--- config.mk ---
export PLATFORM = sky130hd
export DESIGN_NAME = atan_ratio_prep
export DESIGN_NICKNAME = d
export VERILOG_FILES = /design/src/rtl/atan_pkg.sv /design/src/rtl/atan_restoring_div.sv /design/src/rtl/atan_ratio_prep.sv
export SDC_FILE = /design/constraint.sdc
export NUM_CORES = 1
export LEC_CHECK = 0
export ABC_AREA = 1
export ABC_CLOCK_PERIOD_IN_PS = 5900
export CAP_MARGIN = 20
export CORE_MARGIN = 2
export CORE_UTILIZATION = 56
export CTS_CLUSTER_DIAMETER = 100
export DETAILED_ROUTE_END_ITERATION = 16
export GPL_ROUTABILITY_DRIVEN = 0
export GPL_TIMING_DRIVEN = 1
export PLACE_DENSITY = 0.77
export SLEW_MARGIN = 20
export SYNTH_ARGS = -nofsm -noshare
export SYNTH_HDL_FRONTEND = slang
export SYNTH_SLANG_ARGS = --single-unit
--- constraint.sdc ---
create_clock -name clk -period 5.9 [get_ports clk]
set_clock_uncertainty 0.05 [all_clocks]
set_input_delay 0.885 -clock clk [delete_from_list [all_inputs] [get_ports clk]]
set_output_delay 0.885 -clock clk [all_outputs]
set_load 0.05 [all_outputs]
--- src/rtl/atan_pkg.sv ---
// rtl/atan_pkg.sv - shared widths, FSM encoding and octant bit positions for the atan pipeline
package atan_pkg;

    localparam int ATAN_IN_W   = 16;
    localparam int ATAN_FRAC_W = 8;

    // Octant bit positions, shared with the angle-reconstruction stage
    localparam int OCT_XNEG = 2;
    localparam int OCT_YNEG = 1;
    localparam int OCT_SWAP = 0;

    typedef enum logic [1:0] {
        ST_IDLE,
        ST_PREP,
        ST_DIV,
        ST_DONE
    } atan_state_t;

endpackage

--- src/rtl/atan_restoring_div.sv ---
// rtl/atan_restoring_div.sv - restoring fractional divider, one quotient bit per cycle, MSB first
module atan_restoring_div #(
    parameter int DEN_W = 17,
    parameter int Q_W   = 8
) (
    input  logic             clk,
    input  logic             rst,
    input  logic             load,
    input  logic [DEN_W-1:0] num,
    input  logic [DEN_W-1:0] den,
    output logic             last,
    output logic [Q_W-1:0]   q
);

    localparam int CNT_W = $clog2(Q_W + 1);

    // num <= den always holds, so rem never exceeds den and one extra bit covers rem<<1
    logic [DEN_W:0]   rem;
    logic [DEN_W:0]   rem_sh;
    logic [DEN_W-1:0] den_r;
    logic [CNT_W-1:0] cnt;

    assign rem_sh = {rem[DEN_W-1:0], 1'b0};
    assign last   = (cnt == CNT_W'(1));

    always_ff @(posedge clk or posedge rst) begin
        if (rst) begin
            rem   <= '0;
            den_r <= '0;
            q     <= '0;
            cnt   <= '0;
        end else if (load) begin
            rem   <= {1'b0, num};
            den_r <= den;
            q     <= '0;
            cnt   <= CNT_W'(Q_W);
        end else if (cnt != '0) begin
            if (rem_sh >= {1'b0, den_r}) begin
                rem <= rem_sh - {1'b0, den_r};
                q   <= {q[Q_W-2:0], 1'b1};
            end else begin
                rem <= rem_sh;
                q   <= {q[Q_W-2:0], 1'b0};
            end
            cnt <= cnt - CNT_W'(1);
        end
    end

endmodule

--- src/rtl/atan_ratio_prep.sv ---
// rtl/atan_ratio_prep.sv - folds (x,y) into the first octant and emits min/max as Q0.FRAC_W; ATAN_RATIO_ROUND_EN adds round-half-up
module atan_ratio_prep
    import atan_pkg::*;
#(
    parameter int IN_W   = ATAN_IN_W,
    parameter int FRAC_W = ATAN_FRAC_W
) (
    input  logic              clk,
    input  logic              rst,
    input  logic              val_i,
    output logic              rdy_o,
    input  logic [IN_W-1:0]   x_i,
    input  logic [IN_W-1:0]   y_i,
    output logic              val_o,
    output logic [FRAC_W-1:0] ratio_o,
    output logic [2:0]        octant_o
);

    localparam int MAG_W = IN_W + 1;
`ifdef ATAN_RATIO_ROUND_EN
    localparam int Q_W = FRAC_W + 1;
`else
    localparam int Q_W = FRAC_W;
`endif

    atan_state_t       state, state_nxt;
    logic [MAG_W-1:0]  ax, ay, ax_in, ay_in;
    logic              x_neg, y_neg, swap, zero_f, swap_c;
    logic              accept, div_load, div_last;
    logic [Q_W-1:0]    q;
    logic [FRAC_W-1:0] ratio_nxt;
    logic [2:0]        oct_nxt;

    // One extra magnitude bit keeps abs(-2^(IN_W-1)) exact
    assign ax_in = x_i[IN_W-1] ? MAG_W'(0) - {1'b1, x_i} : {1'b0, x_i};
    assign ay_in = y_i[IN_W-1] ? MAG_W'(0) - {1'b1, y_i} : {1'b0, y_i};

    assign swap_c   = (ay > ax);
    assign rdy_o    = (state == ST_IDLE) || (state == ST_DONE);
    assign accept   = rdy_o && val_i;
    assign div_load = (state == ST_PREP);

    atan_restoring_div #(
        .DEN_W (MAG_W),
        .Q_W   (Q_W)
    ) u_div (
        .clk  (clk),
        .rst  (rst),
        .load (div_load),
        .num  (swap_c ? ax : ay),
        .den  (swap_c ? ay : ax),
        .last (div_last),
        .q    (q)
    );

`ifdef ATAN_RATIO_ROUND_EN
    logic [FRAC_W:0] rnd_sum;
    assign rnd_sum   = {1'b0, q[Q_W-1:1]} + {{FRAC_W{1'b0}}, q[0]};
    assign ratio_nxt = zero_f ? '0 : (rnd_sum[FRAC_W] ? '1 : rnd_sum[FRAC_W-1:0]);
`else
    assign ratio_nxt = zero_f ? '0 : q;
`endif

    always_comb begin
        state_nxt = state;
        oct_nxt   = '0;
        oct_nxt[OCT_XNEG] = x_neg;
        oct_nxt[OCT_YNEG] = y_neg;
        oct_nxt[OCT_SWAP] = swap;
        case (state)
            ST_IDLE: if (val_i) state_nxt = ST_PREP;
            ST_PREP: state_nxt = ST_DIV;
            ST_DIV:  if (div_last) state_nxt = ST_DONE;
            ST_DONE: state_nxt = val_i ? ST_PREP : ST_IDLE;
            default: state_nxt = ST_IDLE;
        endcase
    end

    always_ff @(posedge clk or posedge rst) begin
        if (rst) begin
            state <= ST_IDLE;
        end else begin
            state <= state_nxt;
        end
    end

    always_ff @(posedge clk or posedge rst) begin
        if (rst) begin
            ax       <= '0;
            ay       <= '0;
            x_neg    <= 1'b0;
            y_neg    <= 1'b0;
            swap     <= 1'b0;
            zero_f   <= 1'b0;
            val_o    <= 1'b0;
            ratio_o  <= '0;
            octant_o <= '0;
        end else begin
            val_o <= (state == ST_DONE);
            if (accept) begin
                ax    <= ax_in;
                ay    <= ay_in;
                x_neg <= x_i[IN_W-1];
                y_neg <= y_i[IN_W-1];
            end
            if (state == ST_PREP) begin
                swap   <= swap_c;
                zero_f <= ((swap_c ? ay : ax) == '0);
            end
            // Capture on the DONE cycle; a sample accepted on the same edge only touches ax/ay/x_neg/y_neg
            if (state == ST_DONE) begin
                ratio_o  <= ratio_nxt;
                octant_o <= oct_nxt;
            end
        end
    end

endmodule
==> flow_summary.ini <==
[global_routing]
first_global_vias = 5557
overflow = 0
grt_pass1_wl_mm = 26.27
grt_max_degree = 63
grt_usage_pct = 25.48
antenna_found_initial = 0

[setup_path]
setup.worst_path.start_class = flip-flop
crit_top_cell = nand2_1
rrSetupSlack_ns = 2.21
worstSetupPathType = reg2reg
cp_max_fo = 31
critPathTopFamily = simple AND/OR/NAND/NOR gates
crit_chain = ha_1 -> nand2_1 -> inv_1 -> nand3_1 -> nor3_1 -> nand4_1 -> nand2_1 -> inv_1 -> o211ai_1 -> nand2_1 -> nand2_1 -> nand2_1
crit_required_ns = 6.08
endpoint_kind = flip-flop
critPathSlowestCell = nand2_1
slowest_delay_ns = 0.81
cp.buffers_inverters = 2
arrival_ns = 3.87

[detailed_routing]
drt-total-wl_mm = 15.07
drc = 0
drt-pass1-iter-count = 5
wire_per_inst_um = 14.15
ant_nets = 0
viasPerCell = 5.445
via_count = 5799
drtIter0Drc = 358

[yosys]
synth_area_per_cell_sq_um = 7.366
yosysWarnings = 0
synth_cells = 887
yosys-top-cells-area = dfrtp_1, nand2_1, ha_1, inv_1, o21ai_0
synthArstFlopShare_pct = 100.0
yosysSeqAreaShare_pct = 37.53
synth.largest_area_cell = dfrtp_1
synth_top_area_share_pct = 37.53
syn_area_sq_um = 6534
synth-edff-count = 0
synth.most_common_cell = nand2_1
synth_cell_types = 37
synth_common_cells = nand2_1, inv_1, dfrtp_1
ys_ff_latch = 98
synth_nets = 966
ys.flop_type = dfrtp_1

[clock_network]
post_cts_buffers = 0
cts-buffers-inserted = 9
cts_buffer_depth = 2
cts_resized = 0
cts.root.buffer_cell = clkbuf_16
cts.sinks = 98
cts_hold_buf = 0
clk_pin_slew_ns = 0.07
htreeDepth = 3
insertion_delay_ns = 0.35
cts_tree = done

[sta]
timing.fmax_ghz = 0.2712
relSlewSlack_pct = 44.77
setup_violations = 0
setup_tns_ns = 0
maxSlewViolCount = 0
hold_viol = 0
hold_slack_ns = 0.4345
period_needed_ns = 3.687
worstMarginPinSlew_ns = 0.8265
rsz0062_at_grt = no
period_share_pct = 62.50

[floorplanning]
start_util_pct = 57.22
rows = 39
die_h_um = 112.0
die-area_sq_um = 12550
io_pins = 48
die_w_um = 112.0
core-area_sq_um = 11420

[cells_and_area]
area_growth_pct = 13.16
multi_input_area_sq_um = 3505
seq_area_sq_um = 2452
instances_no_fill = 1065
fin_util_pct = 64.75
num_antenna_cells = 0
nets = 996
fillers = 1041
layout-drive-gt1-share_pct = 3.688

[place]
place_inst = 1049
post-dp-hpwl_mm = 11.37
io_buffer_count = 47

[run]
maxCapViolations = 0

[status]
outcome = complete, no violations

[worst_hold_path]
hold_path_class = reg2reg
==> registers in the layout (all words and copies together), names as in the netlist, 2 cells and up <==
signal       flops
ay              17
u_div.den_r     17
u_div.q          8
u_div.rem       17
ax              17
ratio_o          8
octant_o         3
u_div.cnt        4
state            2
==> through the flow <==
step	instance area, sq um	setup slack, ns
2_1_floorplan	6534	2.403
5_1_grt	7393	1.764
3_3_place_gp	7078	2.435
6_report	7393	2.213
3_5_place_dp	7078	2.280
4_1_cts	7393	2.234
==> kinds of logic after synthesis <==
| group | after synthesis | share of synthesized area (%) |
|---|---|---|
| compound gates | 159 | 13.56 |
| mux | 2 | 0.3447 |
| buf+inv | 149 | 8.828 |
| simple gates | 398 | 26.24 |
| flops | 98 | 37.53 |
| xor+xnor | 37 | 4.960 |
| fa+ha+maj | 44 | 8.541 |
==> routing by layer <==
metal	GRT usage [%]	vias up	part of all wire (%)
li1	-	2959	-
met1	37.25	2678	49
met2	40.00	144	46
met3	3.996	18	4.0
met4	6.829	0	1.5
met5	0	-	0
==> placed cells by master, fill, tap and decap left out, types with 2 or more instances in the layout <==
cell and instances:
nand2_1 255, inv_1 115, dfrtp_1 98, o21ai_0 73
nor2_1 51, clkdlybuf4s50_1 47, nand3_1 46, ha_1 43
a21oi_1 38, xor2_1 23, nand4_1 21, o22ai_1 17
xnor2_1 14, o211ai_1 13, clkbuf_16 9, nor3_1 7
nand3b_1 7, a31oi_1 6, a21o_1 4, buf_4 4
or2_2 3, inv_8 3, mux2_2 2, nand2_2 2
o21ai_1 2, o41ai_1 2, o21bai_1 2, inv_6 2
==> path summary, 6_finish.rpt <==
path,startpoint,end,depth (start not counted)
max,ay[11]$_DFFE_PP0P_,u_div.rem[14]$_DFFE_PP0P_,12
min,x_neg$_DFFE_PP0P_,x_neg$_DFFE_PP0P_,2
max reg2reg,ay[11]$_DFFE_PP0P_,u_div.rem[14]$_DFFE_PP0P_,12
min reg2reg,x_neg$_DFFE_PP0P_,x_neg$_DFFE_PP0P_,2
max in group asynchronous,rst,u_div.den_r[6]$_DFFE_PP0P_,3
min in group asynchronous,rst,ratio_o[7]$_DFFE_PP0P_,2
==> final cells by class <==
cell class | count | area share (%)
Inverter | 117 | 5.974
Clock inverter | 7 | 1.218
Sequential cell | 98 | 33.17
Timing Repair Buffer | 51 | 6.769
Multi-Input combinational cell | 640 | 47.40
Clock buffer | 9 | 3.046
Tap cell | 143 | 2.420
==> worst min-delay path: stages, from the launching register on <==
cell,delay [ns]
dfrtp_1,0.34
nand2_1,0.05
nand2_1,0.06
Power is not shown: default switching activity piles up to over one toggle a cycle in this logic, so the estimate is an artifact.
